`src/rtl/shifto_rx_pkg.sv`:
```
// rtl/shifto_rx_pkg.sv - shared state encoding and SD SPI constants for the MISO receive path
package shifto_rx_pkg;

    typedef enum logic [1:0] {
        ST_IDLE  = 2'd0,
        ST_HUNT  = 2'd1,
        ST_SHIFT = 2'd2
    } state_t;

    // The SD card signals the beginning of a response or data token with a low bit
    localparam logic SD_START_BIT = 1'b0;

    // Default NCR window, in sclk rising edges
    localparam int NCR_MAX_DEFAULT = 64;

endpackage

```
`src/rtl/spi_edge_det.sv`:
```
// rtl/spi_edge_det.sv - sclk edge detector gated by active-low chip select
module spi_edge_det (
    input  logic clk,
    input  logic reset,
    input  logic sclk,
    input  logic cs,
    output logic rise,
    output logic fall
);

    logic sclk_q;

    // Delay sclk by one clk so its transitions can be seen as single-cycle strobes
    always_ff @(posedge clk or posedge reset) begin
        if (reset) begin
            sclk_q <= 1'b0;
        end else begin
            sclk_q <= sclk;
        end
    end

    assign rise = sclk & ~sclk_q & ~cs;
    assign fall = ~sclk & sclk_q & ~cs;

endmodule

```
`src/rtl/shifto_rx.sv`:
```
// rtl/shifto_rx.sv - SD SPI MISO deserialiser with start-bit hunt and NCR timeout
module shifto_rx
    import shifto_rx_pkg::*;
#(
    parameter int N       = 8,
    parameter int NCR_MAX = NCR_MAX_DEFAULT
) (
    input  logic         clk,
    input  logic         reset,
    input  logic         sclk,
    input  logic         cs,
    input  logic         miso,
    input  logic         start,
    input  logic         hunt,
    output logic [N-1:0] data_out,
    output logic         valid,
    output logic         timeout,
    output logic         busy
);

    localparam int BW = $clog2(N);
    localparam int EW = $clog2(NCR_MAX);
    localparam logic [BW-1:0] BIT_LAST  = BW'(N - 1);
    localparam logic [EW-1:0] EDGE_LAST = EW'(NCR_MAX - 1);

    logic          rise;
    logic          edge_fall_unused;
    state_t        state;
    logic [N-1:0]  shreg;
    logic [BW-1:0] bit_cnt;
    logic [EW-1:0] edge_cnt;

    spi_edge_det u_edge_det (
        .clk   (clk),
        .reset (reset),
        .sclk  (sclk),
        .cs    (cs),
        .rise  (rise),
        .fall  (edge_fall_unused)
    );

    // Capture FSM: hunt for the start bit or shift raw bits, MSB first, on each sclk rise
    always_ff @(posedge clk or posedge reset) begin
        if (reset) begin
            state    <= ST_IDLE;
            shreg    <= '0;
            bit_cnt  <= '0;
            edge_cnt <= '0;
            data_out <= {N{1'b1}};
            valid    <= 1'b0;
            timeout  <= 1'b0;
            busy     <= 1'b0;
        end else begin
            valid   <= 1'b0;
            timeout <= 1'b0;
            case (state)
                ST_IDLE: begin
                    // A rise coinciding with start is deliberately not sampled
                    if (start) begin
                        state    <= hunt ? ST_HUNT : ST_SHIFT;
                        bit_cnt  <= '0;
                        edge_cnt <= '0;
                        busy     <= 1'b1;
                    end
                end
                ST_HUNT: begin
                    if (cs) begin
                        state <= ST_IDLE;
                        busy  <= 1'b0;
                    end else if (rise) begin
                        if (miso == SD_START_BIT) begin
                            // The start bit itself becomes data bit N-1
                            shreg   <= {shreg[N-2:0], SD_START_BIT};
                            bit_cnt <= BW'(1);
                            state   <= ST_SHIFT;
                        end else if (edge_cnt == EDGE_LAST) begin
                            timeout <= 1'b1;
                            busy    <= 1'b0;
                            state   <= ST_IDLE;
                        end else begin
                            edge_cnt <= edge_cnt + EW'(1);
                        end
                    end
                end
                ST_SHIFT: begin
                    if (cs) begin
                        state <= ST_IDLE;
                        busy  <= 1'b0;
                    end else if (rise) begin
                        shreg <= {shreg[N-2:0], miso};
                        if (bit_cnt == BIT_LAST) begin
                            data_out <= {shreg[N-2:0], miso};
                            valid    <= 1'b1;
                            busy     <= 1'b0;
                            state    <= ST_IDLE;
                        end else begin
                            bit_cnt <= bit_cnt + BW'(1);
                        end
                    end
                end
                default: begin
                    state <= ST_IDLE;
                    busy  <= 1'b0;
                end
            endcase
        end
    end

endmodule

```
`config.mk`:
```
export PLATFORM = sky130hd
export DESIGN_NAME = shifto_rx
export DESIGN_NICKNAME = d
export VERILOG_FILES = /design/src/rtl/shifto_rx_pkg.sv /design/src/rtl/spi_edge_det.sv /design/src/rtl/shifto_rx.sv
export SDC_FILE = /design/constraint.sdc
export NUM_CORES = 1
export LEC_CHECK = 0
export BUFFER_PORTS_ARGS = -buffer_cell sky130_fd_sc_hd__clkbuf_2
export CORE_AREA = 2 2 53 55
export DETAILED_ROUTE_END_ITERATION = 8
export DIE_AREA = 0 0 55 57
export GPL_TIMING_DRIVEN = 0
export PLACE_DENSITY = 0.91
export RECOVER_POWER = 25
export SYNTH_ARGS = -nofsm -noshare
export SYNTH_HDL_FRONTEND = slang
export SYNTH_SLANG_ARGS = --single-unit
```
`constraint.sdc`:
```
create_clock -name clk -period 3.75 [get_ports clk]
set_clock_uncertainty 0.05 [all_clocks]
set_input_delay 1.125 -clock clk [delete_from_list [all_inputs] [get_ports clk]]
set_output_delay 1.125 -clock clk [all_outputs]
set_load 0.01 [all_outputs]
```
==> results_dict.tcl <==
set metrics [dict create \
    outcome "finished, final reports clean" \
    p_total_uw 908 \
    globalRoute.totalOverflow 0 \
    floorplan.die.width_um 55 \
    critPathRequiredTime_ns 3.97 \
    yosys_warnings 0 \
    synth.ff_latch_count 30 \
    timing.critical_path.buf_inv 1 \
    synthesis.instances 127 \
    drt_iter0_markers 23 \
    share_comb_of_total_power_pct 27.7 \
    core.rowCount 19 \
    area_delta_synth_final_pct 11.7 \
    synthDistinctLibCells 33 \
    drt_wl_total_mm 2.58 \
    power.switching_fraction_pct 31.5 \
    finalWorstPathRequiredPeriod_ns 2.35 \
    drive_gt1_share_pct 34.9 \
    cts.sinks 30 \
    critPathCaptureType "register" \
    critPathArrivalTime_ns 2.57 \
    p_clk_share_pct 28.0 \
    critical_path.slowest_cell "nor3b_1" \
    critical_path.cell_chain "clkbuf_1, nor3b_1, nand3_1, mux2_2" \
    average_detailed_routed_wire_length_per_instance_um 14.1 \
    tritoncts_clock_tree "done" \
    cts_inserted_buffers 5 \
    maxSlewViolCount 0 \
    numPlacedInstances 175 \
    netlist.top_cell.by_area "dfrtp_1" \
    clk-insertion-delay-late_ns 0.34 \
    clock_path_buffers 2 \
    floorplan.initialDensity_pct 57.3 \
    grt_max_degree 31 \
    ir_drop_v 0.000426 \
    report.final.hold_viol_count 0 \
    timing.setup.critical_path_class "in2reg" \
    placement.io_buffers 17 \
    final.fill_count 223 \
    final.setup.worst_slack_ns 1.40 \
    report.final.setup_viol 0 \
    overall_fraction_of_global_route_tracks_in_use_pct 19.5 \
    multi_input_comb_area_um2 677 \
    tightest_slew_ns 1.08 \
    totalNegativeSetupSlack_ns 0 \
    antenna_fix_cells 0 \
    cts_repair_resize_count 0 \
    pwr-share-seq_pct 44.3 \
    share_of_the_clock_period_used_by_the_worst_path_after_layout_pct 62.6 \
    boundaryPins 18 \
    timing.slew.headroom_pct 27.7 \
    cp_max_fo 9 \
    register_area_um2 761 \
    fp.dieH_um 57 \
    critical-path-top-delay-family "simple AND/OR/NAND/NOR gates" \
    rsz0062_at_grt "false" \
    drc 0 \
    critical-path-max-stage-delay_ns 0.44 \
    post_synth.cell_area_avg_um2 11.8 \
    first_pass_iteration_count_of_the_detailed_router 4 \
    hold_path_class "reg2reg" \
    cts-root-buf "clkbuf_4" \
    setup.worst_path.start_class "primary input" \
    final_net_count 165 \
    gp_congestion 0.840 \
    cellLeakagePower_uw 0.000788 \
    wire_length_of_the_first_global_routing_pass_mm 4.38 \
    hpwl_dp_mm 1.86 \
    setup.reg_to_reg.worst_slack_ns 1.82 \
    synth_fp_nets 141 \
    vias_in_the_first_global_route 1023 \
    synth_seq_area_share_pct 50.8 \
    antenna_violations_before_repair 0 \
    p_switching_uw 286 \
    cts.reportedPaths.clkPinSlew_ns 0.09 \
    power.density_nw_per_um2 543 \
    preCtsSetupSlack_ns 1.36 \
    yosysTopAreaCellShare_pct 36.7 \
    fp.coreArea_um2 2620 \
    maxCapViolations 0 \
    route.vias.total 1018 \
    synth.top_cells.by_area "dfrtp_1, dfstp_2, mux2_2" \
    number_of_standard_cells_in_the_layout_taps_in_and_fillers_out 183 \
    htree_num_levels 2 \
    cts_setup_buffers 0 \
    die_area_um2 3140 \
    internal_power_uw 622 \
    cts_hold_buf 0 \
    fmax_ghz 0.426 \
    ant_nets 0 \
    synth_area_um2 1500 \
    vias_per_cell 5.56 \
]
-- through the flow --
step / hold slack (ns) / utilization [%] / cell area [um2]
3_5_place_dp: 0.439 / 62.1 / 1620
2_1_floorplan: 0.425 / - / 1500
3_3_place_gp: 0.426 / 62.1 / 1620
4_1_cts: 0.462 / 65.0 / 1700
5_1_grt: 0.474 / 64.0 / 1670
6_report: 0.462 / 64.0 / 1670
-- power groups by stage --
stage | logic [uW] | registers, uW | clock network (uW)
2_1_floorplan | 201 | 403 | 0
3_3_place_gp | 245 | 406 | 0
3_5_place_dp | 256 | 410 | 0
4_1_cts | 258 | 404 | 260
5_1_grt | 280 | 410 | 279
6_report | 251 | 403 | 254
-- worst register-to-register path: stages, from the launching register on --
cell and delay, ns:
dfrtp_1 0.38, inv_1 0.08, ha_1 0.17, buf_2 0.17
nor2b_1 0.16, a221oi_1 0.34, nand2_1 0.14, mux2_1 0.33
-- path summary, 6_finish.rpt --
check | startpoint | end | cells past startpoint
setup / recovery | sclk | data_out[7] | 4
hold / removal | shreg[6] | shreg[6] | 1
setup reg to reg | state[1] | busy | 7
hold reg to reg | shreg[6] | shreg[6] | 1
max in group asynchronous | reset | shreg[0] | 2
min in group asynchronous | reset | shreg[2] | 2
-- layout by cell type (no fill, tap or decap), types with 3 or more instances in the layout --
cell type	n
clkbuf_2	16
clkbuf_4	5
dfrtp_1	22
dfstp_2	8
ha_1	7
inv_1	7
mux2_2	14
mux2i_1	3
nand2_1	7
nand2b_1	4
nand3_1	10
nand3b_1	3
nor2_1	5
nor2b_1	4
o21ai_0	8
-- cells in the mapped netlist (all sizes together) --
cell and number:
nor3b 1, or3b 1, dfrtp 22, nor2 5, o211ai 1, a221oi 1, a31o 1, nand3 11
a22o 2, nand2 7, dfstp 8, ha 7, or3 1, o21ai 10, buf 2, nand4bb 1
nand2b 4, mux2i 3, a2bb2oi 1, xor2 2, inv 7, nand3b 3, nor2b 4, nor4 2
o31ai 1, mux2 15, a21oi 1, and2 1, and3 1, o2111ai 1
-- cell type report --
| type | count | area share [%] |
|---|---|---|
| sequential | 30 | 45.4 |
| multi-input combinational | 88 | 40.4 |
| timing repair buffer | 17 | 5.01 |
| clock inverter | 3 | 2.39 |
| tap | 31 | 2.32 |
| clock buffer | 5 | 2.24 |
| inverter | 7 | 1.57 |
| buffer | 2 | 0.598 |
-- metal layers --
layer	global-route usage [%]	routed length, um	vias up
met4	8.01	42	0
met5	0	0	-
met1	25.1	1180	486
met3	7.85	148	4
met2	28.9	1210	24
li1	-	-	504
-- logic make-up (layout without fill, tap and decap cells) --
family	after synthesis	after routing	synth area share, %
AND/OR/NAND/NOR	42	42	17.0
flip-flops	30	30	50.8
AO/OA/AOI/OAI	19	19	9.52
multiplexers	18	18	13.3
buffers and inverters	9	34	2.42
adder cells (fa/ha/maj)	7	7	5.84
XOR/XNOR	2	2	1.17
-- registers in the layout (all words and copies together), names as in the netlist --
signal             flops
busy                   1
edge_cnt               6
u_edge_det.sclk_q      1
bit_cnt                3
data_out               8
shreg                  7
valid                  1
timeout                1
state                  2
No activity file was read; power rests on OpenSTA's default activity.
